===== src/rtl/uart_tx_param.sv =====
// ============================================================================
// uart_tx_param : UART transmitter fed by a small FIFO, with a runtime baud
//                 divisor. Optional parity is built in with UART_TX_PARITY_EN.
// Revision      : 1.0
// ============================================================================
`timescale 1ns/1ps
`default_nettype none

module uart_tx_param #(
  parameter int DATA_BITS  = 8,
  parameter int STOP_BITS  = 1,
  parameter int DIV_WIDTH  = 16,
  parameter int FIFO_DEPTH = 4
) (
  input  logic                          clk,
  input  logic                          rst,
  input  logic [DIV_WIDTH-1:0]          div,
  input  logic [1:0]                    parity_mode,
  input  logic                          s_valid,
  input  logic [DATA_BITS-1:0]          s_data,
  output logic                          s_ready,
  output logic                          txd,
  output logic                          busy,
  output logic                          done,
  output logic [$clog2(FIFO_DEPTH):0]   fifo_level
);

  localparam int                   c_AW        = $clog2(FIFO_DEPTH);
  localparam logic [c_AW:0]        c_DEPTH     = (c_AW+1)'(FIFO_DEPTH);
  localparam logic [DIV_WIDTH-1:0] c_DIV_MIN   = DIV_WIDTH'(2);
  localparam logic [3:0]           c_LAST_DATA = 4'(DATA_BITS - 1);
  localparam logic [3:0]           c_LAST_STOP = 4'(STOP_BITS - 1);

  typedef enum logic [2:0] {
    IDLE   = 3'd0,
    START  = 3'd1,
    DATA   = 3'd2,
`ifdef UART_TX_PARITY_EN
    PARITY = 3'd3,
`endif
    STOP   = 3'd4
  } state_t;

  // FIFO storage and pointers
  logic [DATA_BITS-1:0] mem_q [FIFO_DEPTH];
  logic [c_AW-1:0]      wr_ptr_q;
  logic [c_AW-1:0]      rd_ptr_q;
  logic [c_AW:0]        count_q;
  logic                 w_push;
  logic                 w_pop;

  // Frame engine
  state_t               state_q, state_d;
  logic [DIV_WIDTH-1:0] cnt_q, cnt_d;
  logic [3:0]           bit_q, bit_d;
  logic [DATA_BITS-1:0] sh_q, sh_d;
  logic [DIV_WIDTH-1:0] div_q, div_d;
  logic                 txd_q, txd_d;
  logic                 busy_q;
  logic                 done_q, done_d;
  logic [DIV_WIDTH-1:0] w_div_eff;
  logic                 w_bit_end;

`ifdef UART_TX_PARITY_EN
  logic                 par_en_q, par_en_d;
  logic                 par_bit_q, par_bit_d;
`else
  logic                 w_unused_parity;
  assign w_unused_parity = ^parity_mode;
`endif

  assign s_ready    = !rst && (count_q != c_DEPTH);
  assign w_push     = s_valid && s_ready;
  assign fifo_level = count_q;
  assign txd        = txd_q;
  assign busy       = busy_q;
  assign done       = done_q;

  assign w_div_eff  = (div < c_DIV_MIN) ? c_DIV_MIN : div;
  assign w_bit_end  = (cnt_q == div_q - 1'b1);

  always_ff @(posedge clk) begin
    if (w_push) begin
      mem_q[wr_ptr_q] <= s_data;
    end
  end

  always_ff @(posedge clk) begin
    if (rst) begin
      wr_ptr_q <= '0;
      rd_ptr_q <= '0;
      count_q  <= '0;
    end else begin
      if (w_push) wr_ptr_q <= wr_ptr_q + 1'b1;
      if (w_pop)  rd_ptr_q <= rd_ptr_q + 1'b1;
      case ({w_push, w_pop})
        2'b10:   count_q <= count_q + 1'b1;
        2'b01:   count_q <= count_q - 1'b1;
        default: count_q <= count_q;
      endcase
    end
  end

  always_ff @(posedge clk) begin
    if (rst) begin
      state_q   <= IDLE;
      cnt_q     <= '0;
      bit_q     <= '0;
      sh_q      <= '0;
      div_q     <= c_DIV_MIN;
      txd_q     <= 1'b1;
      busy_q    <= 1'b0;
      done_q    <= 1'b0;
`ifdef UART_TX_PARITY_EN
      par_en_q  <= 1'b0;
      par_bit_q <= 1'b0;
`endif
    end else begin
      state_q   <= state_d;
      cnt_q     <= cnt_d;
      bit_q     <= bit_d;
      sh_q      <= sh_d;
      div_q     <= div_d;
      txd_q     <= txd_d;
      busy_q    <= (state_d != IDLE);
      done_q    <= done_d;
`ifdef UART_TX_PARITY_EN
      par_en_q  <= par_en_d;
      par_bit_q <= par_bit_d;
`endif
    end
  end

  // txd is registered, so it is driven from the level of the state being entered.
  always_comb begin
    state_d   = state_q;
    cnt_d     = cnt_q;
    bit_d     = bit_q;
    sh_d      = sh_q;
    div_d     = div_q;
    txd_d     = txd_q;
    done_d    = 1'b0;
    w_pop     = 1'b0;
`ifdef UART_TX_PARITY_EN
    par_en_d  = par_en_q;
    par_bit_d = par_bit_q;
`endif
    if (state_q != IDLE) begin
      cnt_d = w_bit_end ? '0 : cnt_q + 1'b1;
    end

    case (state_q)
      IDLE: begin
        txd_d = 1'b1;
        if (count_q != '0) begin
          w_pop     = 1'b1;
          sh_d      = mem_q[rd_ptr_q];
          div_d     = w_div_eff;
          cnt_d     = '0;
          state_d   = START;
          txd_d     = 1'b0;
`ifdef UART_TX_PARITY_EN
          par_en_d  = (parity_mode == 2'b01) || (parity_mode == 2'b10);
          par_bit_d = (^mem_q[rd_ptr_q]) ^ parity_mode[1];
`endif
        end
      end
      START: begin
        if (w_bit_end) begin
          state_d = DATA;
          bit_d   = '0;
          txd_d   = sh_q[0];
        end
      end
      DATA: begin
        if (w_bit_end) begin
          if (bit_q == c_LAST_DATA) begin
            state_d = STOP;
            bit_d   = '0;
            txd_d   = 1'b1;
`ifdef UART_TX_PARITY_EN
            if (par_en_q) begin
              state_d = PARITY;
              txd_d   = par_bit_q;
            end
`endif
          end else begin
            bit_d = bit_q + 1'b1;
            sh_d  = sh_q >> 1;
            txd_d = sh_q[1];
          end
        end
      end
`ifdef UART_TX_PARITY_EN
      PARITY: begin
        if (w_bit_end) begin
          state_d = STOP;
          bit_d   = '0;
          txd_d   = 1'b1;
        end
      end
`endif
      STOP: begin
        txd_d = 1'b1;
        if (w_bit_end) begin
          if (bit_q == c_LAST_STOP) begin
            state_d = IDLE;
            done_d  = 1'b1;
          end else begin
            bit_d = bit_q + 1'b1;
          end
        end
      end
      default: begin
        state_d = IDLE;
        txd_d   = 1'b1;
      end
    endcase
  end

endmodule

`default_nettype wire


===== config.mk =====
export PLATFORM = sky130hd
export DESIGN_NAME = uart_tx_param
export DESIGN_NICKNAME = d
export VERILOG_FILES = /design/src/rtl/uart_tx_param.sv
export SDC_FILE = /design/constraint.sdc
export NUM_CORES = 1
export LEC_CHECK = 0
export BUFFER_PORTS_ARGS = -buffer_cell sky130_fd_sc_hd__clkbuf_2
export CAP_MARGIN = 20
export CORE_MARGIN = 4
export CORE_UTILIZATION = 40
export DETAILED_ROUTE_END_ITERATION = 8
export GPL_ROUTABILITY_DRIVEN = 0
export PLACE_DENSITY = 0.61
export RECOVER_POWER = 100
export SKIP_CTS_REPAIR_TIMING = 1
export SYNTH_ARGS = -nofsm -noshare
export SYNTH_HDL_FRONTEND = slang
export SYNTH_SLANG_ARGS = --single-unit
export TNS_END_PERCENT = 10

===== constraint.sdc =====
create_clock -name clk -period 3.6 [get_ports clk]
set_input_delay 0.72 -clock clk [delete_from_list [all_inputs] [get_ports clk]]
set_output_delay 0.72 -clock clk [all_outputs]
set_load 0.02 [all_outputs]

==> out/metrics.csv <==
stage,metric,value,unit
outcome,status,completed,
clocking,htreeDepth,3,
critical_path,critical_path.max_stage_delay,0.54,ns
place,pre_cts_slack,0.2098,ns
critical_path,cp_slowest_cell,or3b_4,
global_routing,overflow,0,
synth,synthCells,424,
critical_path,path_buf_inv,1,
drt,first_pass_iters,4,
sta,finalSetupTns,0,ns
sta,maxSlewHeadroom,44.87,%
synth,synth.most_common_cell,dfxtp_1,
drt,drt_iter0_drc,120,
global_routing,grt_use_total,14.58,%
synth,syn_avg_cell_area,10.46,sq um
synth,synth_seq_cells,91,
drt,drt_wl_total,9016,um
synth,synth_top_area_share,26.63,%
power_and_ir_drop,power_density,738.9,nW/um^2
clocking,cts.path.max_buffers,2,
place,numPortBuffers,33,
clocking,cts.sinks,91,
drt,drcViolationCount,0,
critical_path,cp_top_family,simple AND/OR/NAND/NOR gates,
sta,hold_viol,0,
cells_and_area,syn_to_final_growth,11.57,%
synth,synth-edff-count,32,
die,dieHeight,113.3,um
sta,worst_slack,0.2715,ns
critical_path,cp_data_arrival_time,3.62,ns
power_and_ir_drop,ir_drop,0.3659,mV
drt,ant_nets,0,
critical_path,ff2ff_setup_slack,0.27,ns
critical_path,cp_data_required_time,3.89,ns
power_and_ir_drop,p_leak,1.809,nW
cells_and_area,antenna_cells,0,
cells_and_area,finalNetCount,492,
synth,yosysWarnings,0,
sta,finalCritPeriodShare,92.46,%
global_routing,grt_pass1_wl,15090,um
die,io_pins,36,
global_routing,first_global_vias,3163,
sta,tightest_slew,0.8232,ns
critical_path,cp-start-kind,flip-flop,
global_routing,antenna_found_initial,0,
critical_path,crit_path_max_fanout,10,
synth,ys_types,58,
synth,synth_area_leaders,"dfxtp_1 (27%), edfxtp_1 (22%), xor2_1 (4.1%), mux4_2 (4.1%), nor2_1 (3.7%)",
clocking,cts_tree,built,
drt,viasPerCell,5.271,
synth,synth_nets,463,
min_path,hold_class,reg2reg,
sta,layout_min_cycle_time,3.329,ns
critical_path,crit_path_cell_trace,inv_1 > ha_1 > nor3b_4 > and4b_1 > or4_1 > a21oi_1 > a31oi_1 > or3b_4 > or4_1 > a21oi_1,
sta,max_freq,0.3004,GHz
clocking,clk_latency,0.36,ns
sta,setup_viol,0,
cells_and_area,drive_above_1_share,13.54,%
die,start_util,40.92,%
critical_path,end_kind,flip-flop,
sta,grt_setup_unrepaired,no,
synth,synth-async-reset-ratio,0,%
clocking,cts_buffers,9,
drt,vias,3152,
die,die-area,12840,sq um
sta,skew,0.01285,ns
die,die_x,113.3,um
critical_path,worst-setup-path-type,reg2reg,
synth,yosysSeqAreaShare,48.29,%
die,core-area,10840,sq um
sta,final-max-slew-violation-count,0,
synth,synth_flop_cell,dfxtp_1,
job,max_cap_viol_count,0,
synth,yosysTopAreaCell,dfxtp_1,
die,fp-row-count,38,
place,hpwl,6559,um
synth,synth_area,4436,sq um
global_routing,grt_max_degree,32,
drt,wire_per_inst,15.08,um
synth,ys_top_cells_by_count,"dfxtp_1 (59), nor2_1 (44), edfxtp_1 (32)",
cells_and_area,fillCellCount,1039,
clocking,root_buffer,clkbuf_8,
clocking,clk_pin_slew,0.09,ns
worst paths after layout:
kind / start / to / cells after the start
min reg2reg: bit_q[1] / bit_q[1] / 2
max reg2reg: div_q[0] / bit_q[3] / 10
max: div_q[0] / bit_q[3] / 10
min: bit_q[1] / bit_q[1] / 2
through the flow:
step,util [%],cells,power (mW),area (sq um),hold WS [ns]
2_1_floorplan,-,424,2.533,4436,0.4618
3_3_place_gp,43.69,582,2.853,4736,0.4806
3_5_place_dp,43.69,582,2.903,4736,0.4892
4_1_cts,45.82,598,3.705,4967,0.5030
5_1_grt,45.65,598,3.935,4949,0.5190
6_report,45.65,598,3.657,4949,0.4968
power breakdown:
part	total [mW]	switching (mW)	internal, mW
Sequential	1.48	0.227	1.25
Clock	0.799	0.380	0.419
Combinational	1.38	0.776	0.604
Total	3.66	1.38	2.27
logic make-up after synthesis:
group                      count (synthesis)  synth area share [%]
AOI/OAI and AO/OA                         75                 12.24
adders and majority gates                 10                 2.990
buffers and inverters                     35                 3.272
xor gates and xnor gates                  38                 7.504
muxes                                     20                 6.770
and+or+nand+nor                          155                 18.93
DFF                                       91                 48.29
worst reg2reg max path, delay by kind of cell (launching register included):
family,cells,cell delay (ns)
AND/OR/NAND/NOR,5,1.98
adder cells (fa/ha/maj),1,0.27
flip-flops,1,0.46
AO/OA/AOI/OAI,3,0.48
buffers and inverters,1,0.07
registers in the layout (all words and copies together), names as in the netlist, named ones only:
| signal | count |
|---|---|
| state_q | 3 |
| wr_ptr_q | 2 |
| txd | 1 |
| sh_q | 8 |
| cnt_q | 16 |
| busy | 1 |
| rd_ptr_q | 2 |
| fifo_level | 3 |
| mem_q | 32 |
| bit_q | 4 |
| done | 1 |
| div_q | 16 |
cell usage in the layout, fill, tap and decap left out, types with 3 or more instances in the layout:
cell / n
or3_1: 10
clkbuf_1: 16
nor2b_1: 9
mux2i_1: 12
a21oi_1: 24
and3_1: 12
dfxtp_1: 59
nand2b_1: 5
mux4_2: 8
a311oi_1: 7
nand3_1: 10
o21ai_0: 10
o31ai_1: 4
a22o_1: 11
nor4_1: 6
or2_2: 3
xnor2_1: 17
nand2_1: 18
nor2_1: 44
ha_1: 9
xor2_1: 21
edfxtp_1: 32
a31oi_1: 3
clkbuf_2: 18
inv_1: 12
buf_4: 7
clkbuf_8: 10
nand4_1: 10
nor3_1: 9
or4_1: 4
final cells by class:
type	count	area, sq um	share of cell area [%]
well taps	140	175.2	3.540
clock inverters	6	93.84	1.896
multi-input cells	298	2152	43.49
flip-flops and latches	91	2142	43.29
repair buffers	41	202.7	4.096
inverters	12	45.04	0.9102
clock buffers	10	137.6	2.781
layer usage:
layer	GRT usage [%]	wire, um	up-vias
met5	0	0	-
met4	6.410	152	0
met3	2.995	257	15
met2	23.89	4441	37
met1	18.67	4166	1485
li1	-	-	1615
(Power assumes the default switching activity.)
